[src/rtl/fht_pkg.sv]
// Shared types and constants for the FHT input loader.
// Build option FHT_LOAD_BITREV_EN selects bit-reversed bank/address order.
package fht_pkg;

   typedef enum logic [1:0] {LOAD, KICK, WAIT_BUSY, WAIT_DONE} loader_state_t;

   localparam int START_RETRY = 8;
   localparam int DROP_MAX    = 255;

   // Reverse the low 'width' bits of n; bits above width come back zero.
   function automatic logic [31:0] bitrev(input logic [31:0] n, input int width);
      logic [31:0] r;
      r = '0;
      for (int i = 0; i < 32; i++) begin
         if (i < width) r = r | (32'(n[i]) << (width - 1 - i));
      end
      return r;
   endfunction

endpackage

[src/rtl/fht_load_addr_map.sv]
// Combinational sample index -> {bank, addr}; FHT_LOAD_BITREV_EN selects bit-reversed
// (decimation-in-time) order, otherwise natural order.
module fht_load_addr_map
   import fht_pkg::*;
#(
   parameter int A_BIT = 8
) (
   input  logic [A_BIT+1:0] idx,
   output logic [1:0]       bank,
   output logic [A_BIT-1:0] addr
);

   localparam int IW = A_BIT + 2;

   logic [IW-1:0] r;

`ifdef FHT_LOAD_BITREV_EN
   assign r = IW'(bitrev(32'(idx), IW));
`else
   assign r = idx;
`endif

   assign bank = r[IW-1:A_BIT];
   assign addr = r[A_BIT-1:0];

endmodule

[src/rtl/fht_input_loader.sv]
// Streams one N = 2^(A_BIT+2) sample frame into the four FHT banks (1-cycle write latency),
// then kicks fht_control and holds oREADY low until it reports done. Option: FHT_LOAD_BITREV_EN.
module fht_input_loader
   import fht_pkg::*;
#(
   parameter int A_BIT = 8,
   parameter int D_BIT = 16
) (
   input  logic             iCLK,
   input  logic             iRESET,
   input  logic [D_BIT-1:0] iDATA,
   input  logic             iVALID,
   input  logic             iSOP,
   output logic             oREADY,
   input  logic             iFHT_RDY,
   output logic [A_BIT-1:0] oADDR_WR,
   output logic [D_BIT-1:0] oDATA,
   output logic [3:0]       oWE,
   output logic             oSTART,
   output logic [7:0]       oDROP_CNT
);

   localparam int            IW       = A_BIT + 2;
   localparam logic [IW-1:0] IDX_LAST = '1;

   loader_state_t    state;
   logic [IW-1:0]    idx;
   logic [IW-1:0]    idx_eff;
   logic [3:0]       retry_cnt;
   logic             xfer;
   logic             sop_drop;
   logic [1:0]       bank;
   logic [A_BIT-1:0] addr;

   assign oREADY   = (state == LOAD) & ~iRESET;
   assign xfer     = iVALID & oREADY;
   // A start marker in mid-frame abandons the partial frame and restarts at index 0.
   assign sop_drop = iSOP && (idx != '0);
   assign idx_eff  = sop_drop ? '0 : idx;

   fht_load_addr_map #(.A_BIT(A_BIT)) u_addr_map (
      .idx  (idx_eff),
      .bank (bank),
      .addr (addr)
   );

   always_ff @(posedge iCLK) begin
      if (iRESET) begin
         state     <= LOAD;
         idx       <= '0;
         retry_cnt <= '0;
         oWE       <= '0;
         oSTART    <= 1'b0;
         oADDR_WR  <= '0;
         oDATA     <= '0;
         oDROP_CNT <= '0;
      end else begin
         oWE    <= '0;
         oSTART <= 1'b0;

         if (xfer) begin
            oWE      <= 4'b0001 << bank;
            oADDR_WR <= addr;
            oDATA    <= iDATA;
            if (sop_drop && (oDROP_CNT != 8'(DROP_MAX))) oDROP_CNT <= oDROP_CNT + 8'd1;
         end

         case (state)
            LOAD: begin
               if (xfer) begin
                  if (idx_eff == IDX_LAST) begin
                     idx    <= '0;
                     state  <= KICK;
                     oSTART <= 1'b1;
                  end else begin
                     idx <= idx_eff + 1'b1;
                  end
               end
            end
            KICK: begin
               retry_cnt <= '0;
               state     <= WAIT_BUSY;
            end
            WAIT_BUSY: begin
               // fht_control never went busy: assume the start was missed and pulse again.
               if (!iFHT_RDY) begin
                  state <= WAIT_DONE;
               end else if (retry_cnt == 4'(START_RETRY - 1)) begin
                  state  <= KICK;
                  oSTART <= 1'b1;
               end else begin
                  retry_cnt <= retry_cnt + 4'd1;
               end
            end
            WAIT_DONE: begin
               if (iFHT_RDY) state <= LOAD;
            end
            default: state <= LOAD;
         endcase
      end
   end

endmodule

[config.mk]
export PLATFORM = sky130hd
export DESIGN_NAME = fht_input_loader
export DESIGN_NICKNAME = d
export VERILOG_FILES = /design/src/rtl/fht_pkg.sv /design/src/rtl/fht_load_addr_map.sv /design/src/rtl/fht_input_loader.sv
export SDC_FILE = /design/constraint.sdc
export NUM_CORES = 1
export LEC_CHECK = 0
export ABC_AREA = 1
export CORE_ASPECT_RATIO = 0.8
export CORE_MARGIN = 2
export CORE_UTILIZATION = 40
export CTS_CLUSTER_SIZE = 24
export DETAILED_ROUTE_END_ITERATION = 8
export PLACE_DENSITY_LB_ADDON = 0.2
export SYNTH_ARGS = -nofsm -noshare
export SYNTH_HDL_FRONTEND = slang
export SYNTH_SLANG_ARGS = --single-unit
[constraint.sdc]
create_clock -name iCLK -period 4.4 [get_ports iCLK]
set_input_delay 0.88 -clock iCLK [delete_from_list [all_inputs] [get_ports iCLK]]
set_output_delay 0.88 -clock iCLK [all_outputs]
set_load 0.01 [all_outputs]
==> impl_metrics.sql <==
INSERT INTO impl_metrics (metric_group, metric, value, unit) VALUES
('outcome', 'status', 'completed', ''),
('sta', 'slew_violations', '0', ''),
('logic_synthesis', 'mappedNetlistArea', '2380', 'sq um'),
('cts', 'cts-htree-levels', '2', ''),
('global_routing', 'grt_total_ovfl', '0', ''),
('sta', 'timing.setup.tns', '0', 'ns'),
('logic_synthesis', 'yosysSeqAreaShare', '0.446', ''),
('drt', 'post_drt_wl_per_cell', '11.6', 'microns'),
('cts', 'cts-root-buf', 'clkbuf_8', ''),
('drt', 'detail_route.drc_violations', '0', ''),
('logic_synthesis', 'post_synth_edffs', '0', ''),
('pwr', 'p_int', '0.771', 'mW'),
('layout', 'final_net_count', '394', ''),
('critical_path', 'arrival', '2.29', 'ns'),
('cts', 'cts_hold_buf', '0', ''),
('layout', 'drive_gt1_frac', '0.0997', ''),
('pwr', 'p_leak', '1.27', 'nW'),
('hold_path', 'worstHoldPathCells', '2', ''),
('logic_synthesis', 'yosysUniqueCellTypes', '39', ''),
('placed_design', 'place.detailed.instances', '444', ''),
('critical_path', 'end_kind', 'output pin', ''),
('hold_path', 'worst_hold_startpoint', 'oDATA[8]$_SDFFE_PP0P_', ''),
('logic_synthesis', 'synth_top_flop_cell', 'dfxtp_1', ''),
('layout', 'fillers', '595', ''),
('placed_design', 'place_worst_setup_slack', '1.23', 'ns'),
('pwr', 'seqPwrFrac', '0.505', ''),
('critical_path', 'worst-r2r-setup-slack', '2.23', 'ns'),
('hold_path', 'min_to', 'oDATA[8]$_SDFFE_PP0P_', ''),
('critical_path', 'worstSetupStartpoint', 'iRESET', ''),
('cts', 'cts-root-to-sink-buffers', '2', ''),
('cts', 'worstSkewPairLatency', '0.30', 'ns'),
('pwr', 'total_power', '1.03', 'mW'),
('sta', 'setup_violators_final', '0', ''),
('placed_design', 'routabilityCongestion', '0.796', ''),
('cts', 'cts_resizes', '0', ''),
('sta', 'achievable-frequency', '0.316', 'GHz'),
('pwr', 'power_switching', '0.263', 'mW'),
('pwr', 'power.density_cell_area', '330', 'nW/um^2'),
('floorplan', 'floorplan.initialDensity', '0.409', ''),
('logic_synthesis', 'syn-instance-count', '314', ''),
('layout', 'syn2layout_area_growth', '32.0', '%'),
('drt', 'routed_wl', '5260', 'microns'),
('critical_path', 'worstReg2RegEnd', 'idx[5]$_SDFFE_PP0P_', ''),
('sta', 'timing.slew.headroom', '0.649', ''),
('floorplan', 'die-height', '73.0', 'microns'),
('sta', 'tightest_slew', '0.526', 'ns'),
('cts', 'cts_tree', 'done', ''),
('cts', 'path_clk_slew', '0.09', 'ns'),
('logic_synthesis', 'post_synthesis_sequential_element_count', '53', ''),
('global_routing', 'wire_length_of_the_first_global_routing_pass', '9150', 'microns'),
('drt', 'vias_post_dr', '2175', ''),
('logic_synthesis', 'post_synth_net_total', '338', ''),
('critical_path', 'worstPathRequired', '3.52', 'ns'),
('critical_path', 'rr_worst_depth', '12', ''),
('global_routing', 'antenna_violations_before_repair', '0', ''),
('layout', 'final-instance-count-excl-fill', '452', ''),
('floorplan', 'placement_rows', '25', ''),
('layout', 'antenna_cells_inserted', '0', ''),
('critical_path', 'biggest_fanout_along_the_worst_timing_path', '15', ''),
('floorplan', 'boundaryPins', '59', ''),
('sta', 'finalWorstSetupSlack', '1.23', 'ns'),
('critical_path', 'startpoint_of_the_worst_register_to_register_path', 'idx[2]$_SDFFE_PP0P_', ''),
('sta', 'rsz0062_at_grt', 'false', ''),
('drt', 'per_cell_via_count_in_the_routed_design', '4.81', ''),
('logic_synthesis', 'synth.avg_cell_area', '7.57', 'sq um'),
('drt', 'drt_iter0_drc', '117', ''),
('global_routing', 'grtUsageTotal', '0.169', ''),
('global_routing', 'grt_pass1_vias', '2009', ''),
('placed_design', 'place.port_buffers', '58', ''),
('logic_synthesis', 'async_flop_share', '0', ''),
('pwr', 'comb_power_share', '0.167', '');
-- worst max path at each step --
stage,end,depth (start not counted),slack [ns]
final,oREADY,6,1.23
after global routing,oREADY,6,1.15
after CTS,oREADY,6,1.22
after detailed placement,oREADY,6,1.23
after global placement,oREADY,6,1.24
after floorplan,idx[5]$_SDFFE_PP0P_,10,2.25
-- layer usage --
metal / vias up / part of all wire / GRT usage / wire, microns
met5: - / 0 / 0 / 0
met4: 0 / 0.0027 / 0.0342 / 14
met3: 2 / 0.059 / 0.0527 / 309
met2: 50 / 0.46 / 0.267 / 2400
met1: 978 / 0.48 / 0.230 / 2540
li1: 1145 / - / - / -
-- worst max-delay path: stages --
cell	delay (ns)
clkdlybuf4s50_1	0.40
buf_4	0.19
inv_2	0.07
nand2_2	0.09
nor2_4	0.11
clkdlybuf4s50_1	0.54
-- cell families after synthesis --
kind of cell | synth area share
flip-flops | 0.446
XOR/XNOR | 0.0184
AO/OA/AOI/OAI | 0.0942
buffers and inverters | 0.0732
adder cells (fa/ha/maj) | 0.0158
AND/OR/NAND/NOR | 0.352
-- power by group through the flow --
| stage | Combinational, mW | Sequential [mW] | Clock (mW) |
|---|---|---|---|
| finish | 0.173 | 0.523 | 0.339 |
| global route | 0.193 | 0.526 | 0.378 |
| CTS | 0.175 | 0.523 | 0.355 |
| detailed placement | 0.174 | 0.533 | 0 |
| global placement | 0.173 | 0.533 | 0 |
| floorplan | 0.0865 | 0.542 | 0 |
-- placed cells by master, fill, tap and decap left out, types with 2 or more instances in the layout --
master,instances
ha_1,3
nand4_2,2
xnor2_1,3
xor2_1,2
a31oi_1,2
nor2_2,7
dfxtp_1,53
o21ai_1,3
nand2_2,3
nor3b_1,2
inv_1,25
inv_2,4
clkdlybuf4s50_1,58
o21ai_0,8
nand2_1,80
nand4_1,10
a21oi_1,14
nand3_1,32
buf_4,3
nor2_1,27
clkbuf_8,6
nor3_1,4
nor2_4,3
-- area by class of cell --
| class | count | area, sq um | share of cell area |
|---|---|---|---|
| clock buffers | 7 | 86.3 | 0.0275 |
| clock inverters | 1 | 30.0 | 0.00957 |
| inverters | 30 | 114 | 0.0363 |
| multi-input cells | 219 | 1140 | 0.364 |
| flip-flops and latches | 53 | 1060 | 0.338 |
| well taps | 81 | 101 | 0.0323 |
| repair buffers | 61 | 603 | 0.192 |
-- flip-flops by register name (all words and copies together) (netlist names) --
name	flops
idx	10
oADDR_WR	8
oDATA	16
oDROP_CNT	8
oSTART	1
oWE	4
retry_cnt	4
state	2
-- synth_stat cells, types with 2 or more instances --
cell type,count,share of area
nand2_1,80,0.13
dfxtp_1,53,0.45
nand3_1,32,0.067
nor2_1,27,0.043
inv_1,25,0.039
a21oi_1,14,0.029
nand4_1,10,0.026
o21ai_0,8,0.017
clkbuf_1,7,0.011
nor2_2,7,0.018
inv_2,4,0.0063
nor3_1,4,0.0084
buf_2,3,0.0063
ha_1,3,0.016
nand2_2,3,0.0079
nor2_4,3,0.014
o21ai_1,3,0.0063
xnor2_1,3,0.011
a31oi_1,2,0.0053
nand4_2,2,0.011
nor3b_1,2,0.0063
xor2_1,2,0.0074
-- through the flow --
step	area (sq um)	util
after global placement	3020	0.519
final	3140	0.539
after detailed placement	3020	0.519
after CTS	3140	0.539
after global routing	3140	0.539
after floorplan	2380	-
Note: power is estimated with default switching activity, not from simulation.
